`config.mk`:
```
export PLATFORM = sky130hd
export DESIGN_NAME = guvm_inst_sequencer
export DESIGN_NICKNAME = d
export VERILOG_FILES = /design/src/rtl/guvm_inst_sequencer.sv
export SDC_FILE = /design/constraint.sdc
export NUM_CORES = 1
export LEC_CHECK = 0
export BUFFER_PORTS_ARGS = -buffer_cell sky130_fd_sc_hd__buf_2
export CORE_MARGIN = 10
export CORE_UTILIZATION = 55
export DETAILED_ROUTE_END_ITERATION = 10
export PLACE_DENSITY = 0.9
export REMOVE_ABC_BUFFERS = 1
export SETUP_SLACK_MARGIN = 0.02
export SYNTH_ARGS = -nofsm -noshare
export SYNTH_HDL_FRONTEND = slang
export SYNTH_SLANG_ARGS = --single-unit
```
`constraint.sdc`:
```
create_clock -name clk -period 7.8 [get_ports clk]
set_clock_uncertainty 0.1 [all_clocks]
set_input_delay 1.56 -clock clk [delete_from_list [all_inputs] [get_ports clk]]
set_output_delay 1.56 -clock clk [all_outputs]
set_load 0.02 [all_outputs]
```
`src/rtl/guvm_inst_sequencer.sv`:
```
// rtl/guvm_inst_sequencer.sv - request FIFO plus cycle-counted issue/pad/store-wait sequencer for the integer unit
module guvm_inst_sequencer #(
    parameter int          DEPTH         = 4,
    parameter int          PAD_CYCLES    = 4,
    parameter int          STORE_TIMEOUT = 8,
    parameter logic [31:0] NOP_WORD      = 32'h01000000
) (
    input  logic        clk,
    input  logic        rst,
    input  logic        req_valid,
    output logic        req_ready,
    input  logic [1:0]  req_kind,
    input  logic [31:0] req_inst,
    input  logic [31:0] req_ldata,
    output logic [31:0] inst_out,
    output logic [31:0] ldata_out,
    input  logic        dmem_wr,
    input  logic [31:0] dmem_addr,
    input  logic [31:0] dmem_wdata,
    output logic        res_valid,
    output logic        res_err,
    output logic [31:0] res_addr,
    output logic [31:0] res_data,
    output logic        busy,
    output logic        stray_wr
);

    localparam int AW   = $clog2(DEPTH);
    localparam int CMAX = (PAD_CYCLES > STORE_TIMEOUT) ? PAD_CYCLES : STORE_TIMEOUT;
    localparam int CW   = $clog2(CMAX + 1);

    localparam logic [1:0] K_ALU   = 2'd0;
    localparam logic [1:0] K_LOAD  = 2'd1;
    localparam logic [1:0] K_STORE = 2'd2;

    typedef enum logic [1:0] {
        S_IDLE,
        S_ISSUE,
        S_PAD,
        S_SWAIT
    } state_t;

    // Request FIFO storage and pointers
    logic [1:0]  r_fifo_kind  [DEPTH];
    logic [31:0] r_fifo_inst  [DEPTH];
    logic [31:0] r_fifo_ldata [DEPTH];
    logic [AW-1:0] r_wr_ptr;
    logic [AW-1:0] r_rd_ptr;
    logic [AW:0]   r_count;

    // Sequencer state and registered outputs
    state_t        r_state;
    logic [CW-1:0] r_cnt;
    logic          r_captured;
    logic [1:0]    r_cur_kind;
    logic [31:0]   r_inst_out;
    logic [31:0]   r_ldata_out;
    logic          r_res_valid;
    logic          r_res_err;
    logic [31:0]   r_res_addr;
    logic [31:0]   r_res_data;
    logic          r_stray;

    logic          w_full;
    logic          w_empty;
    logic          w_push;
    logic          w_pop;
    logic          w_is_store;
    logic          w_cap;
    logic          w_pad_end;
    logic          w_sw_to;
    logic          w_need_wait;
    logic          w_leave;
    logic          w_stray;
    logic [1:0]    w_head_kind;
    logic [31:0]   w_head_inst;
    logic [31:0]   w_head_ldata;

    // Occupancy, capture and transition decisions shared by the FIFO and the FSM
    always_comb begin
        w_full       = (r_count == (AW+1)'(DEPTH));
        w_empty      = (r_count == '0);
        w_push       = req_valid && !w_full;
        w_is_store   = (r_cur_kind == K_STORE);
        // A store is captured only once; later strobes in the same transaction are dropped
        w_cap        = ((r_state == S_PAD) || (r_state == S_SWAIT)) && w_is_store
                       && !r_captured && dmem_wr;
        w_pad_end    = (r_state == S_PAD) && (r_cnt == CW'(PAD_CYCLES - 1));
        w_sw_to      = (r_state == S_SWAIT) && (r_cnt == CW'(STORE_TIMEOUT - 1));
        // A capture on the last pad cycle counts, so no wait is needed then
        w_need_wait  = w_is_store && !r_captured && !w_cap;
        w_leave      = (w_pad_end && !w_need_wait)
                       || ((r_state == S_SWAIT) && (w_cap || w_sw_to));
        w_pop        = !w_empty && ((r_state == S_IDLE) || w_leave);
        w_stray      = dmem_wr && ((r_state == S_IDLE) || (r_state == S_ISSUE)
                       || (((r_state == S_PAD) || (r_state == S_SWAIT)) && !w_is_store));
        w_head_kind  = r_fifo_kind[r_rd_ptr];
        w_head_inst  = r_fifo_inst[r_rd_ptr];
        w_head_ldata = r_fifo_ldata[r_rd_ptr];
    end

    // FIFO entry writes; contents need no reset since occupancy guards every read
    always_ff @(posedge clk) begin
        if (w_push) begin
            r_fifo_kind[r_wr_ptr]  <= req_kind;
            r_fifo_inst[r_wr_ptr]  <= req_inst;
            r_fifo_ldata[r_wr_ptr] <= req_ldata;
        end
    end

    // FIFO pointers and occupancy; pointers wrap naturally because DEPTH is a power of two
    always_ff @(posedge clk) begin
        if (!rst) begin
            r_wr_ptr <= '0;
            r_rd_ptr <= '0;
            r_count  <= '0;
        end else begin
            if (w_push) r_wr_ptr <= r_wr_ptr + AW'(1);
            if (w_pop)  r_rd_ptr <= r_rd_ptr + AW'(1);
            case ({w_push, w_pop})
                2'b10:   r_count <= r_count + (AW+1)'(1);
                2'b01:   r_count <= r_count - (AW+1)'(1);
                default: r_count <= r_count;
            endcase
        end
    end

    // Issue/pad/store-wait FSM with registered core-facing outputs
    always_ff @(posedge clk) begin
        if (!rst) begin
            r_state     <= S_IDLE;
            r_cnt       <= '0;
            r_captured  <= 1'b0;
            r_cur_kind  <= K_ALU;
            r_inst_out  <= NOP_WORD;
            r_ldata_out <= '0;
            r_res_valid <= 1'b0;
            r_res_err   <= 1'b0;
            r_res_addr  <= '0;
            r_res_data  <= '0;
            r_stray     <= 1'b0;
        end else begin
            r_inst_out  <= NOP_WORD;
            r_res_valid <= 1'b0;
            r_res_err   <= 1'b0;

            if (w_stray) r_stray <= 1'b1;

            if (w_cap) begin
                r_res_addr  <= dmem_addr;
                r_res_data  <= dmem_wdata;
                r_res_valid <= 1'b1;
                r_captured  <= 1'b1;
            end

            case (r_state)
                S_IDLE: begin
                    r_state <= S_IDLE;
                end
                S_ISSUE: begin
                    r_cnt      <= '0;
                    r_captured <= 1'b0;
                    r_state    <= S_PAD;
                end
                S_PAD: begin
                    r_cnt <= r_cnt + CW'(1);
                    if (w_pad_end) begin
                        if (w_need_wait) begin
                            r_state <= S_SWAIT;
                            r_cnt   <= '0;
                        end else begin
                            r_state <= S_IDLE;
                        end
                    end
                end
                S_SWAIT: begin
                    r_cnt <= r_cnt + CW'(1);
                    if (w_cap || w_sw_to) begin
                        r_state <= S_IDLE;
                    end
                    if (w_sw_to && !w_cap) begin
                        r_res_valid <= 1'b1;
                        r_res_err   <= 1'b1;
                        r_res_addr  <= '0;
                        r_res_data  <= '0;
                    end
                end
                default: begin
                    r_state <= S_IDLE;
                end
            endcase

            // A pop overrides the IDLE fallback so back-to-back work skips the idle bubble
            if (w_pop) begin
                r_state    <= S_ISSUE;
                r_inst_out <= w_head_inst;
                r_cur_kind <= (w_head_kind == K_LOAD)  ? K_LOAD  :
                              (w_head_kind == K_STORE) ? K_STORE : K_ALU;
                if (w_head_kind == K_LOAD) r_ldata_out <= w_head_ldata;
            end
        end
    end

    assign req_ready = !w_full;
    assign inst_out  = r_inst_out;
    assign ldata_out = r_ldata_out;
    assign res_valid = r_res_valid;
    assign res_err   = r_res_err;
    assign res_addr  = r_res_addr;
    assign res_data  = r_res_data;
    assign busy      = (r_state != S_IDLE) || !w_empty;
    assign stray_wr  = r_stray;

endmodule

```
==> impl_results.md, run 1 <==
* Outcome: finished, final reports clean
* P_leak at 6.621 nW
* Req. time, crit path at about 6.1 ns
* Setup crit end kind: output port
* Unique masters post-synth at 44
* DRC violations left at 0
* CP Cell Sequence: nor3_1 > nand2_1 > buf_2
* Cell count after synthesis at between 900 and 1000
* Initial antenna violation count at 8
* CTS Hold Bufs at 0
* Core Area at about 27000 sq um
* Chip width at between 150 and 200 microns
* Largest family of logic cells by synthesized area: multiplexers
* DRT antenna net count at 0
* Clock network power share at approximately 34%
* Vias in the first global route at roughly 9100
* Ports at 267
* Slowest cell on crit path: nor3_1
* Startpoint Class: register
* Max Slew Vio Count at 0
* Setup WS pre-CTS at approximately 4.2 ns
* Root Buffer: clkbuf_16
* Max FO, Critical Path at 4
* Synthesis-to-finish area growth at 19.84%
* DRT Pass-1 Iters at 5
* Initial DRC count at around 590
* Achievable Freq at 290.0 MHz
* Switching Share at about 27%
* Post-DR wirelength/cell at approximately 21 microns
* Top FF cell, synth: edfxtp_1
* Non-filler cells in the finished layout at 1599
* EDFF count, synth at approximately 260
* Layout cells sized above 1 at 33.76%
* Via Count at 8933
* Num CTS Buffers at 41
* CTS sink cnt at 413
* Tcrit/Tclk final at 44.21%
* Crit Path Class: register to output port
* Die Ht at between 150 and 200 microns
* XOR/XNOR Fraction of Synth Area at 0.4725%
* Top post-synthesis cells by area: edfxtp_1 53%, dfxtp_1 20%, mux4_2 10%, nand2_1 4.3%, a21oi_1 2.4%
* Pwr Density at 319.5 nW/um^2
* Nets at 1366
* Yosys reg bits at slightly above 400
* Initial Util at about 55%
* Logic pwr share at between 10% and 20%
* Min cycle time layout at 3.449 ns
* Least-Margin Pin Slew at 1.159 ns
* Cell Count Post-Placement at approximately 1500
* Max capacitance violation total at 0
* Register area share after synthesis at about three quarters
* Final hold vios at 0
* Top cell family by delay on the critical path: simple AND/OR/NAND/NOR gates
* YS warnings at 0
* Buf+Inv Stages, Crit Path at 1
* Post-synthesis async set-or-reset flop share at 0%
* RSZ-0062 raised after global routing: false
* Postcts setup bufs at 0
* Skew-Pair Late Insertion Delay at approximately 0.53 ns
* Post-synthesis compound-gate area fraction at between 4 and 5%
* Fin util at 66.49%
* Clock transition at path regs at about 0.060 ns
* Hpwl dp at ~21 mm
* Mapped cell area at 14830 sq um
* Full die area at ~34000 sq um
* Rows at 60
* Peak supply drop at 0.0002653 V
* Yosys top cell by area: edfxtp_1
* Dpl cell area at about 16000 sq um
* Slew headroom at ~23%
* Maximum clock insertion buffer count at 3
* First-pass GRT wire length at 51.26 mm
* Tot GR Track Use at around a fifth
* Mean area per synthesized cell at ~15 sq um
* Port Buffer Count at between 200 and 300
* Hold Path Class: register to register
* Setup-failing EPs final at 0
* Synthesized-area fraction occupied by adder cells at under 10%
* Internal Pwr Total at between 4 and 5 mW
* # H-tree levels at 2
* Final instance area at between 15000 and 20000 sq um
* CP peak stage delay at about 0.56 ns
* Drt total wl at 33.52 mm
* Top-area cell type share of the netlist area at between 50 and 60%
* CTS tree: done
* Average vias per placed instance at 5.587
* P_sw at roughly 1.5 mW
* Post-synthesis simple-gate area fraction at about 8%
* GP Congestion at between 0.8 and 0.9
* Global route overflow at 0
* Flop pwr share at between 40% and 50%
* Sum Neg Setup Slack at 0 ns
* Pin count of the biggest net entering global routing at between 60 and 70
* Slack of the critical path at ~4.4 ns
* Multiplexer share of the synthesized area at between 10% and 20%
* Worst Path Arrival at between 1.5 and 2 ns
* # resized after CTS at 0
## path summary, 6_finish.rpt
path | start | endpoint | slack [ns] | cells past startpoint
worst max-delay path | r_count[0] | busy | 4.35 | 3
worst min-delay path | ldata_out[2] | ldata_out[2] | 0.34 | 2
worst max register to register | r_state[0] | r_count[2] | 4.92 | 9
worst min register to register | ldata_out[2] | ldata_out[2] | 0.34 | 2
## flip-flops by register name, indices dropped and copies added, names as in the netlist, named ones only
register / count
inst_out: 32
ldata_out: 32
r_captured: 1
r_cnt: 4
r_count: 3
r_cur_kind: 2
r_fifo_inst: 128
r_fifo_kind: 8
r_fifo_ldata: 128
r_rd_ptr: 2
r_state: 2
r_wr_ptr: 2
res_addr: 32
res_data: 32
res_err: 1
res_valid: 1
stray_wr: 1
## power groups by stage
stage          combinational (mW)  sequential, mW  clock (mW)
6_report                     1.01            2.75        1.91
5_1_grt                      1.10            2.78        2.05
4_1_cts                      1.03            2.76        1.95
3_5_place_dp                 1.02            2.80           0
3_3_place_gp                0.998            2.78           0
2_1_floorplan               0.566            2.89           0
## per-layer routing
layer | share of wire, % | vias up | routed length [microns] | global-route usage [%]
met3 | 9.8 | 59 | 3282 | 6.143
li1 | - | 4091 | - | -
met4 | 2.0 | 6 | 684 | 5.703
met2 | 51 | 368 | 17070 | 33.37
met5 | 0.10 | - | 35 | 0
met1 | 37 | 4409 | 12450 | 22.61
## kinds of logic after synthesis
group / count (synthesis)
multiplexers: 69
adder cells (fa/ha/maj): 12
buffers and inverters: 68
AND/OR/NAND/NOR: 272
flip-flops: 413
XOR/XNOR: 8
AO/OA/AOI/OAI: 120
## cell usage in the layout, fill, tap and decap left out, types with 13 or more instances in the layout
cell	count
a21oi_1	71
buf_2	265
nand3_1	33
and3_1	31
mux4_2	66
o21ai_1	24
nor2_1	15
nand2_1	168
clkbuf_16	41
o21ai_0	13
edfxtp_1	264
dfxtp_1	147
## Yosys cell counts (all sizes together) (2+ instances only)
| cell type | number |
|---|---|
| or2 | 2 |
| xnor2 | 5 |
| a211oi | 3 |
| nand2b | 2 |
| a21oi | 72 |
| buf | 24 |
| nand2 | 168 |
| mux4 | 66 |
| dfxtp | 149 |
| nor2 | 16 |
| edfxtp | 264 |
| ha | 11 |
| o21ai | 38 |
| nand3 | 33 |
| nor3b | 2 |
| mux2i | 2 |
| clkbuf | 34 |
| o22ai | 2 |
| nor2b | 3 |
| xor2 | 3 |
| nor3 | 5 |
| and3 | 35 |
| inv | 10 |
## worst reg2reg max path: stages, from the launching register on
cell	delay (ns)
dfxtp_1	0.34
ha_1	0.32
and4b_1	0.26
a311oi_2	0.44
a21oi_2	0.11
ha_1	0.25
fa_1	0.38
xnor2_1	0.15
or3_1	0.32
a21oi_1	0.15
## cell type report
| type | instances | area, sq um |
|---|---|---|
| clock inverters | 24 | 229.0 |
| inverters | 10 | 37.54 |
| clock buffers | 52 | 1107 |
| flip-flops and latches | 413 | 10920 |
| repair buffers | 273 | 1386 |
| multi-input cells | 481 | 3654 |
| fillers | 1749 | 8955 |
| well taps | 341 | 426.7 |
| diodes | 5 | 12.51 |
## through the flow
step | power (mW) | hold slack, ns
3_3_place_gp | 3.779 | 0.3340
4_1_cts | 5.741 | 0.3474
3_5_place_dp | 3.817 | 0.3381
5_1_grt | 5.925 | 0.3665
6_report | 5.678 | 0.3432
2_1_floorplan | 3.453 | 0.3611
(Power assumes the default switching activity.)
==> run 2, diff against run 1 <==
==> constraint.sdc (replaced) <==
create_clock -name clk -period 3.5 [get_ports clk]
set_clock_uncertainty 0.1 [all_clocks]
set_input_delay 0.7 -clock clk [delete_from_list [all_inputs] [get_ports clk]]
set_output_delay 0.7 -clock clk [all_outputs]
set_load 0.02 [all_outputs]
==> run 2 against run 1 <==
Effect of this change:
- register-to-register slack worse by 4.3 ns
- highest routed layer unchanged
- non-clock buffer count is 8 higher
- die area unchanged
- wire length rose by 1.3%
- setup slack worse by 3.7 ns
- design area rose by 0.54%
==> impl_results.md, run 2 (synthesized netlist as in run 1, its figures left out) <==
* Least-Margin Pin Slew at 1.023 ns (-0.1356 ns)
* Setup-failing EPs final at 0 (unchanged)
* Via Count at 8934 (+0.011%)
* RSZ-0062 raised after global routing: false
* Layout cells sized above 1 at 33.39% (-0.37 points)
* Sum Neg Setup Slack at 0 ns (unchanged)
* Met1 WL at 12.74 mm (+2.3%)
* CP Cell Sequence: ha_1 > and4b_1 > a311oi_2 > a21oi_2 > ha_1 > fa_1 > xnor2_1 > or3_1 > a21oi_1
* Drt total wl at 33.96 mm (+1.3%)
* DRT Pass-1 Iters at 5 (unchanged)
* Setup crit end kind: register
* Max layer used: met5
* Global route overflow at 0 (unchanged)
* Top cell family by delay on the critical path: adder cells
* Multi-input gate area at 3654 sq um (unchanged)
* WL met3 at 3.245 mm (-1.1%)
* Maximum clock insertion buffer count at 3 (unchanged)
* Dpl cell area at 16540 sq um (+0.75%)
* Port Buffer Count at 266 (unchanged)
* Slew headroom at 31.77% (+9.0 points)
* Achievable Freq at between 300 and 400 MHz
* Worst hold slack at 0.2666 ns (-0.07659 ns)
* Crit-path most repeated cell: ha_1
* Cell Count Post-Placement at 1526 (+0.53%)
* Crit Path Class: register to register
* Num CTS Buffers at 41 (unchanged)
* Tot GR Track Use at 19.54% (+0.23 points)
* Most common cell after layout, fill and taps aside: buf_2
* CP peak stage delay at 0.44 ns (-0.12 ns)
* Fillers at 1800 (+2.9%)
* Average vias per placed instance at 5.563 (-0.42%)
* Hold Path Class: primary input to register
* Req. time, crit path at 3.87 ns (-2.27 ns)
* Postcts setup bufs at 0 (unchanged)
* Startpoint Class: register
* Max FO, Critical Path at 8 (+4)
* Synthesis-to-finish area growth at 20.49%
* Full die area at 33930 sq um (unchanged)
* Post-DR wirelength/cell at 21.15 microns (+0.87%)
* Die Ht at 184.2 microns (unchanged)
* Tcrit/Tclk final at 82.09%
* Clock transition at path regs at 0.06 ns (about the same)
* Register area at 10920 sq um (unchanged)
* Root Buffer: clkbuf_16
* Core Area at 26730 sq um (unchanged)
* Biggest regs: r_fifo_inst x128, r_fifo_ldata x128
* DRT antenna net count at 0 (unchanged)
* CTS tree: done
* Nets at 1374 (+0.59%)
* Buf+Inv Stages, Crit Path at 0 (-1)
* Min cycle time layout at roughly 2.9 ns
* P_leak at 6.654 nW (+0.49%)
* Final hold vios at 0 (unchanged)
* Outcome: finished, final reports clean
* Wire length on met2 at 17.11 mm (+0.27%)
* Worst Path Arrival at 3.24 ns (+1.45 ns)
* Final instance area at 17870 sq um (+0.54%)
* Vias in the first global route at 9201 (+0.74%)
* Initial Util at 55.49% (unchanged)
* Pwr Density at 712.0 nW/um^2 (+120%)
* Max Slew Vio Count at 0 (unchanged)
* Hpwl dp at 21.31 mm (+1.3%)
* First-pass GRT wire length at 51.61 mm (+0.69%)
* CTS Hold Bufs at 0 (unchanged)
* GP Congestion at 0.8569 (-0.30%)
* Skew-Pair Late Insertion Delay at 0.54 ns (about the same)
* # H-tree levels at 2 (unchanged)
* Initial antenna violation count at 5 (-3)
* Rows at 60 (unchanged)
* Pin count of the biggest net entering global routing at 67 (unchanged)
* Max capacitance violation total at 0 (unchanged)
* # resized after CTS at 0 (unchanged)
* CTS sink cnt at 413 (unchanged)
* Initial DRC count at 541 (-8.8%)
* DRC violations left at 0 (unchanged)
* Chip width at 184.2 microns (unchanged)
* Peak supply drop at 0.0005398 V (+100%)
* Ports at 267 (unchanged)
* Most frequent cells in the layout: 265 x buf_2, 264 x edfxtp_1, 168 x nand2_1
* Slowest cell on crit path: a311oi_2
* Non-filler cells in the finished layout at 1606 (+0.44%)
-- run 2: cell count changes in the layout (fill, tap and decap cells not counted) --
cell / before / now
buf_12: 0 / 5
buf_4: 8 / 11
clkbuf_1: 7 / 16
clkbuf_8: 4 / 1
clkinv_1: 2 / 3
clkinv_2: 12 / 7
clkinv_8: 2 / 0
clkinvlp_4: 2 / 1
diode_2: 5 / 4
inv_16: 0 / 3
inv_4: 1 / 0
inv_6: 1 / 0
-- run 2: power by group --
group          leakage, nW  internal, mW  switching, mW
sequential            3.63          5.77          0.372
combinational         2.38          1.02           1.32
clock                0.639          2.45           1.79
-- run 2: path summary, 6_finish.rpt --
| kind | startpoint | to | slack [ns] | depth (start not counted) |
|---|---|---|---|---|
| max | r_state[0] | r_count[2] | 0.63 | 9 |
| min | req_inst[0] | r_fifo_inst[1][0] | 0.27 | 1 |
| max reg2reg | r_state[0] | r_count[2] | 0.63 | 9 |
| min reg2reg | ldata_out[5] | ldata_out[5] | 0.35 | 2 |
-- run 2: per-layer routing --
layer	vias to the layer above	GRT usage, %
met5	-	0
met4	4	6.359
met3	62	6.655
met2	337	33.46
met1	4422	22.63
li1	4109	-
-- run 2: metrics by stage --
step | setup WS (ns) | total power [mW] | utilization [%]
3_3_place_gp | 0.7143 | 8.477 | 61.91
5_1_grt | 0.4611 | 13.26 | 66.84
3_5_place_dp | 0.6457 | 8.582 | 61.91
4_1_cts | 0.6284 | 12.86 | 66.82
6_report | 0.6268 | 12.72 | 66.85
2_1_floorplan | -1.671 | 7.694 | -
-- run 2: cell type report --
class / instances / area share [%]
Sequential cell: 413 / 61.11
Multi-Input combinational cell: 481 / 20.45
Timing Repair Buffer: 281 / 8.445
Clock buffer: 58 / 6.155
Tap cell: 341 / 2.388
Clock inverter: 18 / 1.190
Inverter: 10 / 0.2101
Antenna cell: 4 / 0.05602
-- run 2: worst register-to-register path: cells and delay by family (launching register included) --
kind / cells / cell delay [ns]
fa+ha+maj: 3 / 0.93
compound gates: 3 / 0.71
simple gates: 2 / 0.58
flops: 1 / 0.33
xor+xnor: 1 / 0.16
